$ cat src/rtl/axis_frame_gen.sv
// AXI-Stream frame generator: emits cfg_len bytes of an incrementing byte pattern per start request.
// Optional AXIS_FRAME_GEN_GAP_EN inserts one idle cycle after every non-final beat handshake.
module axis_frame_gen #(
    parameter int DATA_W = 32,
    parameter int KEEP_W = (DATA_W + 7) / 8,
    parameter int ID_W   = 8,
    parameter int DST_W  = 8,
    parameter int USR_W  = 1,
    parameter int LEN_W  = 16
) (
    input  logic              clk,
    input  logic              arst,
    input  logic              start,
    input  logic [LEN_W-1:0]  cfg_len,
    input  logic [7:0]        cfg_seed,
    input  logic [ID_W-1:0]   cfg_id,
    input  logic [DST_W-1:0]  cfg_dest,
    input  logic              cfg_bad,
    output logic [DATA_W-1:0] m_axis_tdata,
    output logic [KEEP_W-1:0] m_axis_tkeep,
    output logic              m_axis_tlast,
    output logic              m_axis_tvalid,
    input  logic              m_axis_tready,
    output logic [ID_W-1:0]   m_axis_tid,
    output logic [DST_W-1:0]  m_axis_tdest,
    output logic [USR_W-1:0]  m_axis_tuser,
    input  logic              pause_req,
    output logic              pause_ack,
    output logic              busy,
    output logic              done,
    output logic [31:0]       stat_frames
);

    typedef enum logic {IDLE, SEND} state_t;

    state_t            state_q, state_d;
    logic [7:0]        nxt_byte_q, nxt_byte_d;
    logic [LEN_W-1:0]  rem_q, rem_d;
    logic              bad_q, bad_d;
    logic [DATA_W-1:0] tdata_q, tdata_d;
    logic [KEEP_W-1:0] tkeep_q, tkeep_d;
    logic              tlast_q, tlast_d;
    logic              tvalid_q, tvalid_d;
    logic [ID_W-1:0]   tid_q, tid_d;
    logic [DST_W-1:0]  tdest_q, tdest_d;
    logic [USR_W-1:0]  tuser_q, tuser_d;
    logic              done_q, done_d;
    logic [31:0]       stat_q, stat_d;
`ifdef AXIS_FRAME_GEN_GAP_EN
    logic              gap_q, gap_d;
`endif

    logic [7:0]        src_byte;
    logic [LEN_W-1:0]  src_rem;
    logic              src_bad;
    logic [DATA_W-1:0] beat_data;
    logic [KEEP_W-1:0] beat_keep;
    logic              beat_last;
    logic [USR_W-1:0]  beat_user;
    logic [LEN_W-1:0]  beat_rem;
    logic              load_beat;

    // Beat builder: in IDLE it works from the live cfg_* inputs (first beat),
    // in SEND from the captured running byte value and remaining byte count.
    always_comb begin
        src_byte = nxt_byte_q;
        src_rem  = rem_q;
        src_bad  = bad_q;
        if (state_q == IDLE) begin
            src_byte = cfg_seed;
            src_rem  = cfg_len;
            src_bad  = cfg_bad;
        end
        beat_keep = '0;
        beat_data = '0;
        for (int unsigned j = 0; j < KEEP_W; j++) begin
            if (src_rem > LEN_W'(j)) begin
                beat_keep[j]       = 1'b1;
                beat_data[j*8 +: 8] = src_byte + 8'(j);
            end
        end
        beat_last    = (src_rem <= LEN_W'(KEEP_W));
        beat_user    = '0;
        beat_user[0] = beat_last & src_bad;
        beat_rem     = src_rem - LEN_W'(KEEP_W);
    end

    always_comb begin
        state_d    = state_q;
        nxt_byte_d = nxt_byte_q;
        rem_d      = rem_q;
        bad_d      = bad_q;
        tdata_d    = tdata_q;
        tkeep_d    = tkeep_q;
        tlast_d    = tlast_q;
        tvalid_d   = tvalid_q;
        tid_d      = tid_q;
        tdest_d    = tdest_q;
        tuser_d    = tuser_q;
        done_d     = 1'b0;
        stat_d     = stat_q;
        load_beat  = 1'b0;
`ifdef AXIS_FRAME_GEN_GAP_EN
        gap_d      = gap_q;
`endif
        case (state_q)
            IDLE: begin
                if (start && !pause_req && (cfg_len != '0)) begin
                    state_d   = SEND;
                    tid_d     = cfg_id;
                    tdest_d   = cfg_dest;
                    bad_d     = cfg_bad;
                    load_beat = 1'b1;
                end
            end
            SEND: begin
                if (tvalid_q && m_axis_tready) begin
                    if (tlast_q) begin
                        state_d  = IDLE;
                        tvalid_d = 1'b0;
                        tlast_d  = 1'b0;
                        tdata_d  = '0;
                        tkeep_d  = '0;
                        tuser_d  = '0;
                        tid_d    = '0;
                        tdest_d  = '0;
                        done_d   = 1'b1;
                        stat_d   = stat_q + 32'd1;
                    end else begin
`ifdef AXIS_FRAME_GEN_GAP_EN
                        tvalid_d = 1'b0;
                        gap_d    = 1'b1;
`else
                        load_beat = 1'b1;
`endif
                    end
                end
`ifdef AXIS_FRAME_GEN_GAP_EN
                else if (gap_q) begin
                    gap_d     = 1'b0;
                    load_beat = 1'b1;
                end
`endif
            end
        endcase
        if (load_beat) begin
            tdata_d    = beat_data;
            tkeep_d    = beat_keep;
            tlast_d    = beat_last;
            tuser_d    = beat_user;
            tvalid_d   = 1'b1;
            rem_d      = beat_rem;
            nxt_byte_d = src_byte + 8'(KEEP_W);
        end
    end

    always_ff @(posedge clk or posedge arst) begin
        if (arst) begin
            state_q    <= IDLE;
            nxt_byte_q <= '0;
            rem_q      <= '0;
            bad_q      <= 1'b0;
            tdata_q    <= '0;
            tkeep_q    <= '0;
            tlast_q    <= 1'b0;
            tvalid_q   <= 1'b0;
            tid_q      <= '0;
            tdest_q    <= '0;
            tuser_q    <= '0;
            done_q     <= 1'b0;
            stat_q     <= '0;
`ifdef AXIS_FRAME_GEN_GAP_EN
            gap_q      <= 1'b0;
`endif
        end else begin
            state_q    <= state_d;
            nxt_byte_q <= nxt_byte_d;
            rem_q      <= rem_d;
            bad_q      <= bad_d;
            tdata_q    <= tdata_d;
            tkeep_q    <= tkeep_d;
            tlast_q    <= tlast_d;
            tvalid_q   <= tvalid_d;
            tid_q      <= tid_d;
            tdest_q    <= tdest_d;
            tuser_q    <= tuser_d;
            done_q     <= done_d;
            stat_q     <= stat_d;
`ifdef AXIS_FRAME_GEN_GAP_EN
            gap_q      <= gap_d;
`endif
        end
    end

    assign m_axis_tdata  = tdata_q;
    assign m_axis_tkeep  = tkeep_q;
    assign m_axis_tlast  = tlast_q;
    assign m_axis_tvalid = tvalid_q;
    assign m_axis_tid    = tid_q;
    assign m_axis_tdest  = tdest_q;
    assign m_axis_tuser  = tuser_q;
    assign busy          = (state_q == SEND);
    assign done          = done_q;
    assign stat_frames   = stat_q;
    // Gated by arst so the acknowledge is low during reset even if pause_req is held.
    assign pause_ack     = (state_q == IDLE) && pause_req && !arst;

endmodule

$ cat config.mk
export PLATFORM = sky130hd
export DESIGN_NAME = axis_frame_gen
export DESIGN_NICKNAME = d
export VERILOG_FILES = /design/src/rtl/axis_frame_gen.sv
export SDC_FILE = /design/constraint.sdc
export NUM_CORES = 1
export LEC_CHECK = 0
export CORE_MARGIN = 4
export CORE_UTILIZATION = 54
export CTS_CLUSTER_DIAMETER = 150
export DETAILED_ROUTE_END_ITERATION = 7
export PLACE_DENSITY = 0.94
export SLEW_MARGIN = 15
export SYNTH_ARGS = -nofsm -noshare
export SYNTH_HDL_FRONTEND = slang
export SYNTH_SLANG_ARGS = --single-unit
$ cat constraint.sdc
create_clock -name clk -period 8.5 [get_ports clk]
set_clock_uncertainty 0.1 [all_clocks]
set_input_delay 0.85 -clock clk [delete_from_list [all_inputs] [get_ports clk]]
set_output_delay 0.85 -clock clk [all_outputs]
set_load 0.03 [all_outputs]
==> run summary, run 1 <==
Post-synth top cells = dfrtp_1 (114), a22o_1 (47), xnor2_1 (42)
Post-DRT Antenna Nets = 0
post-synthesis sequential area ratio = 49.22%
crit-path cells = buf_4 > clkdlybuf4s50_1
period utilization = 37.26%
RePlAce Congestion = 0.9011
Die Wd = 111.6 um
drt wl/cell = 19.39 um
Netlist Area Pre-Place = 5796 um2
Yosys top cell by area = dfrtp_1
Overall Global Routing Usage = 26.28%
DRT Wirelength = 15,880 um
Clock Tree Buf Depth = 2
pin count of the biggest net entering global routing = 85
Clk pin slew, worst setup/hold paths = 0.05 ns
IO Port Bufs = 135
ys flop type = dfrtp_1
total grt overflow = 0
Max-cap violations = 0
Setup Buffers After CTS = 0
Hold WC Path Type = register to register
Syn-to-layout area delta = 34.09%
Post-synth EDFFs = 0
Slew Limit Headroom = 29.39%
Hold Path Sink = stat_frames[31]
Hold Path Depth = 1
worst vdd ir = 0.0002836 V
vias in the first global route = 5,116
Ys Warns = 0
antenna violations before repair = 0
Pwr per Cell Area = 405.2 nW/um2
Fmax = 0.3157 GHz
HP Start = stat_frames[31]
# diodes = 0
reg2reg setup slack = 5.38 ns
IO Pins = 136
Vias/cell = 6.073
R2R Path Start = busy
final core occ = 74.94%
largest cells by area after synthesis = dfrtp_1 (49%), a22o_1 (7.1%), xnor2_1 (6.3%), mux2i_1 (3.6%), nor3_1 (3.1%)
post-layout minimum cycle time = 3.167 ns
outcome = complete, no violations
clock buffer count from CTS = 17
Worst-Skew Late Latency = 0.52 ns
Worst R2R Path Depth = 8
nets = 725
hold buffer count at cts = 0
Synth top area share = 49.22%
Setup-failing EPs final = 0
Syn Area/Cell = 10.73 um2
FF+latch count, synth = 114
Remaining DRCs = 0
Starting Density = 55.89%
DRT Pass-1 Iters = 5
fraction of layout cells with a size suffix above 1 = 9.663%
first-pass GRT wire length = 26,350 um
RSZ-0062 raised after global routing = no
drt first-iter violations = 595
Distinct cells, synth = 64
DIE AREA = 12,450 um2
crit-path max FO = 60
floorplan row count = 37
Design Area, Final = 7771 um2
Clock Tree Root = clkbuf_8
critical setup path kind = register to output port
DR vias = 4,974
Final Hold Violating Endpoints = 0
setup_tns = 0 ns
top-count cell post-synth = dfrtp_1
r2r endpoint = m_axis_tdata[31]
Worst EP required = 7.55 ns
max-slew violation count = 0
Crit-path slowest cell = clkdlybuf4s50_1
htree depth = 4
die height = 111.6 um
Crit path largest cell delay = 0.81 ns
Post-Syn Instances = 540
post_cts resized = 0
Worst EP arrival = 2.22 ns
Clock Sinks = 114
leakage = 0.003409 uW
CP startpoint kind = register
TritonCTS clock tree = yes
Setup crit end kind = output port
Cell Area, Placed = 7234 um2
dpl hpwl = 10,770 um
Core ar. = 10,370 um2
worst-margin pin slew = 1.059 ns
Syn Nets = 594
async set or reset register ratio after synthesis = 100.0%
[state kept, by name, indices dropped and copies added, names as in the netlist, 4 cells and up]
signal and count:
m_axis_tid 8, m_axis_tkeep 4, stat_frames 32, m_axis_tdest 8, rem_q 16, nxt_byte_q 8, m_axis_tdata 32
[how the worst max path moves through the flow]
stage | cells after the start | from | end | slack, ns
after floorplan | 1 | arst | bad_q | 4.53
after global placement | 7 | cfg_len[14] | nxt_byte_q[3] | 5.01
after global routing | 8 | busy | m_axis_tdata[31] | 5.20
after CTS | 2 | busy | busy | 5.31
final | 2 | busy | busy | 5.33
after detailed placement | 7 | cfg_len[14] | m_axis_tid[4] | 4.95
[where the power goes]
part	total, uW	switching (uW)	internal [uW]
combinational	1630	943	683
sequential	877	148	730
clock	645	245	399
total	3150	1340	1810
[cell families after synthesis]
logic type	count (synthesis)	share of synthesized area, %
AND/OR/NAND/NOR	172	16.06
flip-flops	114	49.22
AO/OA/AOI/OAI	109	15.05
multiplexers	29	5.181
buffers and inverters	49	3.843
XOR/XNOR	59	8.916
adder cells (fa/ha/maj)	8	1.727
[worst max-delay path: cells and delay by family (launching register included)]
family | cells | cell delay, ns
buffers and inverters | 2 | 1.36
DFF | 1 | 0.34
[layout by cell type, fill, tap and decap left out, types with 3 or more instances in the layout]
cell type,count
a21o_1,5
nand2_1,33
o21ai_0,6
dfrtp_1,113
clkdlybuf4s50_1,135
nor3b_1,4
ha_1,8
o32a_1,3
a211oi_1,5
nor2b_1,4
nor4_1,5
xor2_1,17
nor2_1,30
clkbuf_1,3
a221oi_1,3
clkbuf_8,3
clkinvlp_4,4
nand3_1,17
inv_1,18
nor3_2,4
and3_1,5
mux2i_1,21
nand4_1,9
clkbuf_16,16
a21oi_1,15
buf_4,6
mux2_2,8
a22o_1,47
xnor2_1,42
nand2b_1,4
clkinv_2,3
nor3_1,36
[metal layers]
layer  global-route usage [%]  up-vias  share of wire (%)
met3                    6.902       45                7.0
li1                         -     2219                  -
met1                    32.03     2468                 39
met4                    11.68        0                3.0
met5                        0        -                  0
met2                    44.07      242                 51
[per-stage QoR]
stage / std cells / hold slack, ns / power [uW] / setup slack, ns
after floorplan: 540 / 0.3804 / 1960 / 4.534
after global placement: 788 / 0.3561 / 2391 / 5.012
after detailed placement: 788 / 0.3674 / 2461 / 4.954
after CTS: 819 / 0.3786 / 3144 / 5.312
after global routing: 819 / 0.3817 / 3321 / 5.198
final: 819 / 0.3720 / 3149 / 5.333
[area by class of cell]
cell class              count  area (um2)
flip-flops and latches    114        2854
multi-input cells         377        2736
well taps                 136       170.2
repair buffers            141        1396
clock inverters             9       83.83
fillers                   680        2599
inverters                  20       77.57
clock buffers              22       452.9
(Power assumes the default switching activity.)
==> inputs of run 2 (changes only) <==
CORE_UTILIZATION = 50   (was 54)
PLACE_DENSITY = 0.88   (was 0.94)
clock period = 3 ns   (was 8.5 ns; I/O delays follow)
==> run 2 against run 1 <==
Sequential share of layout area down 0.87 points. Register-to-register slack worse by 5.2 ns. Routed wire length down 0.91%. Flip-flop and latch count unchanged. Critical endpoint is now m_axis_tdata[15].
==> run summary, run 2 (synthesized netlist as in run 1, its figures left out) <==
dpl hpwl = 11,080 um
floorplan row count = 39
Post-DRT Antenna Nets = 0
DRT Pass-1 Iters = 5
Remaining DRCs = 0
RePlAce Congestion = 0.9444
delay-heaviest family, CP = compound AO/OA/AOI/OAI gates
DRT Wirelength = 15,740 um
Worst-Skew Late Latency = 0.40 ns
Starting Density = 50.97%
routed wl met3 = 1039 um
CP startpoint kind = register
Die Wd = 115.7 um
DR vias = 4,937
commonest cells after routing, fill and taps aside = clkdlybuf4s50_1 (135), dfrtp_1 (113), a22o_1 (47)
# placed instances = 809
total grt overflow = 0
Clk pin slew, worst setup/hold paths = 0.06 ns
Clock Tree Root = clkbuf_16
# diodes = 0
nets = 739
Slew Limit Headroom = 54.03%
DP Worst Slack = 0.2572 ns
IO Port Bufs = 135
Hold WC Path Type = primary input to async pin
# fillers = 795
vias in the first global route = 5,220
RSZ-0062 raised after global routing = no
crit-path cells = mux2i_1 > ha_1 > inv_1 > o31ai_1 > o31a_1 > o32a_1 > a22o_1
top routing layer used = met4
Final Instance Count excl. Fillers = 841
Clock Tree Buf Depth = 2
Core ar. = 11,370 um2
pin count of the biggest net entering global routing = 62
worst vdd ir = 0.0007578 V
fraction of layout cells with a size suffix above 1 = 12.03%
worst-margin pin slew = 0.6881 ns
hold buffer count at cts = 0
Crit path largest cell delay = 0.59 ns
post_cts resized = 0
antenna violations before repair = 0
met2 routed WL = 7866 um
IO Pins = 136
max-slew violation count = 0
clock buffer count from CTS = 17
Overall Global Routing Usage = 24.45%
Vias/cell = 5.870
first-pass GRT wire length = 25,720 um
R2R Path Start = busy
Worst Setup SP = busy
crit-path max FO = 18
worst setup margin = 0.1933 ns
period utilization = 93.56%
DIE AREA = 13,380 um2
met1 WL = 6343 um
Setup Buffers After CTS = 0
post-layout minimum cycle time = 2.807 ns
htree depth = 4
Worst EP required = 3.24 ns
Crit-path slowest cell = dfrtp_2
drt first-iter violations = 456
power after layout = 9163 uW
Worst EP arrival = 3.04 ns
Syn-to-layout area delta = 37.35%
drt wl/cell = 18.71 um
Final Hold Violating Endpoints = 0
die height = 115.7 um
Pwr per Cell Area = 1151 nW/um2
Fmax = 0.3563 GHz
Clock Sinks = 114
Max-cap violations = 0
commonest non-fill, non-tap cell in the layout = clkdlybuf4s50_1
setup_tns = 0 ns
Setup crit end kind = register
outcome = complete, no violations
number of buffers and inverters on the critical path = 1
critical setup path kind = register to register
leakage = 0.003511 uW
TritonCTS clock tree = yes
Setup-failing EPs final = 0
==> run 2: worst paths after layout <==
path | endpoint | slack [ns] | cells after the start
worst max register to register | m_axis_tdata[15] | 0.19 | 7
worst max-delay path | m_axis_tdata[15] | 0.19 | 7
max in group asynchronous | nxt_byte_q[6] | 1.76 | 3
worst min-delay path | rem_q[2] | 0.28 | 2
worst min register to register | m_axis_tkeep[0] | 0.38 | 1
min in group clk | m_axis_tkeep[0] | 0.38 | 1
==> run 2: worst register-to-register path, stage by stage (launching register included) <==
cell	delay (ns)
dfrtp_2	0.59
mux2i_1	0.38
ha_1	0.30
inv_1	0.10
o31ai_1	0.44
o31a_1	0.23
o32a_1	0.41
a22o_1	0.20
==> run 2: cell type report <==
class                      count  area [um2]  share of cell area (%)
clock buffer                  20       466.7                   5.863
clock inverter                12       118.9                   1.493
inverter                      20       78.83                  0.9903
multi-input combinational    377        2736                   34.38
sequential                   114        2854                   35.85
tap                          143       178.9                   2.248
timing repair buffer         155        1526                   19.18
==> run 2: per-stage QoR <==
stage	hold WS (ns)	utilization [%]	cell area, um2
floorplan	0.3401	-	5806
global placement	0.3552	64.86	7375
detailed placement	0.3688	64.86	7375
CTS	0.2861	70.01	7960
global route	0.3305	70.01	7960
finish	0.2823	70.01	7960
==> run 2: per-layer routing <==
| metal | vias to the layer above | global-route usage [%] |
|---|---|---|
| met5 | - | 0 |
| met4 | 0 | 10.36 |
| met3 | 42 | 6.319 |
| met2 | 218 | 41.47 |
| met1 | 2432 | 29.68 |
| li1 | 2245 | - |
==> run 2: power breakdown <==
| group | leakage [uW] | total, uW | switching (uW) | internal [uW] |
|---|---|---|---|---|
| Combinational | 0.00180 | 4690 | 2650 | 2040 |
| Clock | 0.000281 | 1970 | 753 | 1220 |
| Sequential | 0.00143 | 2500 | 435 | 2070 |
| Total | 0.00351 | 9160 | 3840 | 5330 |
==> patch (settings of run 2) <==
The parameter `ID_W` goes from 8 to 6.
--- a/src/rtl/axis_frame_gen.sv
+++ b/src/rtl/axis_frame_gen.sv
@@ -4,5 +4,5 @@
     parameter int DATA_W = 32,
     parameter int KEEP_W = (DATA_W + 7) / 8,
-    parameter int ID_W   = 8,
+    parameter int ID_W   = 6,
     parameter int DST_W  = 8,
     parameter int USR_W  = 1,
Ports: changed (resized cfg_id and m_axis_tid); port bits go from 136 to 132. No check against the original RTL was run, so the function may have changed too.
==> patch against run 2 <==
Synthesized area fell by 1.2%; cell area fell by 3.7%; routed wire length rose by 3.3%; sequential cell count fell by 2; worst setup slack got worse by 0.028 ns; critical path depth rose by 1; hold slack improved by 0.075 ns; sequential share of layout area rose by 0.71 points; total power fell by 34%; critical path type unchanged.
==> patch: results (changes against run 2) <==
| Metric | Value |
|---|---|
| Clk_lat worst skew | `0.35 ns (-0.05 ns)` |
| P_leak | `3.323 nW (-5.3%)` |
| Synth area leaders | `dfrtp_1 49%, xnor2_1 6.7%, a22o_1 5.0%` |
| Largest net degree at the start of global routing | `52 (-16%)` |
| CP endpoint | `rem_q[10]` |
| Sequential fraction of the synthesis area | `48.93% (-0.29 points)` |
| Status | `finished clean` |
| Syn nets | `617 (+3.9%)` |
| HPWL after detailed placement | `12000 um (+8.3%)` |
| Post-place instance area | `7356 um^2 (-0.25%)` |
| VDD IR max | `0.5102 mV (-33%)` |
| First-pass GRT wire length | `26320 um (+2.3%)` |
| H-tree depth | `3 (-1)` |
| Net switching power | `2.288 mW (-40%)` |
| Routed vias | `5075 (+2.8%)` |
| Worst hold slack | `0.3574 ns (+0.07507 ns)` |
| Num CTS Buffers | `9 (-8)` |
| # nets final | `756 (+2.3%)` |
| Port bufs | `131 (-3.0%)` |
| Routed wire per std cell | `19.15 um (+2.4%)` |
| Total global-route track usage | `25.07% (+0.62 points)` |
| Cell count of the worst reg-to-reg path | `8 (+1)` |
| Post-synthesis cell type count | `61 (-4.7%)` |
| GPL Wtd Cong | `0.9689 (+2.6%)` |
| CTS root buf | `clkbuf_16` |
| Worst-margin pin slew | `0.8528 ns (+0.1647 ns)` |
| Share of layout cells above drive strength 1 | `8.886% (-3.1 points)` |
| Most frequent cells after synthesis | `112 x dfrtp_1, 66 x nand2_1, 44 x xnor2_1` |
patch: area by class of cell:
class	count	area, um^2
Fill cell	822	3362
Sequential cell	112	2804
Multi-Input combinational cell	407	2764
Timing Repair Buffer	154	1534
Clock buffer	12	236.5
Tap cell	140	175.2
Inverter	20	78.83
Clock inverter	4	76.32
patch: cell families (layout without fill, tap and decap cells):
family                     Yosys count  in the layout  share of synthesized area (%)
AOI/OAI and AO/OA                  111            111                          14.85
xor gates and xnor gates            60             60                          9.174
adders and majority gates            8              8                          1.748
buffers and inverters               46            190                          3.364
DFF                                112            112                          48.93
muxes                               20             20                          3.670
and+or+nand+nor                    208            208                          18.26
patch: worst max-delay path, stage by stage (launching register included):
cell,delay [ns]
dfrtp_2,0.59
mux2i_1,0.37
ha_2,0.30
inv_2,0.07
o32a_1,0.40
buf_4,0.19
a21oi_1,0.29
xnor2_1,0.19
a221oi_2,0.24
patch: power groups by stage:
stage	Clock (mW)	Sequential [mW]	Combinational, mW
2_1_floorplan	0	2.66	1.06
3_3_place_gp	0	2.17	2.55
3_5_place_dp	0	2.18	2.60
4_1_cts	1.30	2.16	2.61
5_1_grt	1.37	2.21	2.78
6_report	1.29	2.17	2.61
patch: routing by layer:
layer	vias to the layer above	global-route usage, %	wire (um)
li1	2315	-	-
met1	2466	34.08	6732
met2	260	40.74	7963
met3	34	5.421	1257
met4	0	7.121	308
met5	-	0	0
patch: per-stage QoR:
step	instances	setup slack [ns]	TNS (ns)
final	849	0.1653	0
after global routing	849	0.04044	0
after CTS	849	0.2172	0
after detailed placement	833	0.1009	0
after global placement	833	0.2139	0
after floorplan	565	-0.08700	-0.08700
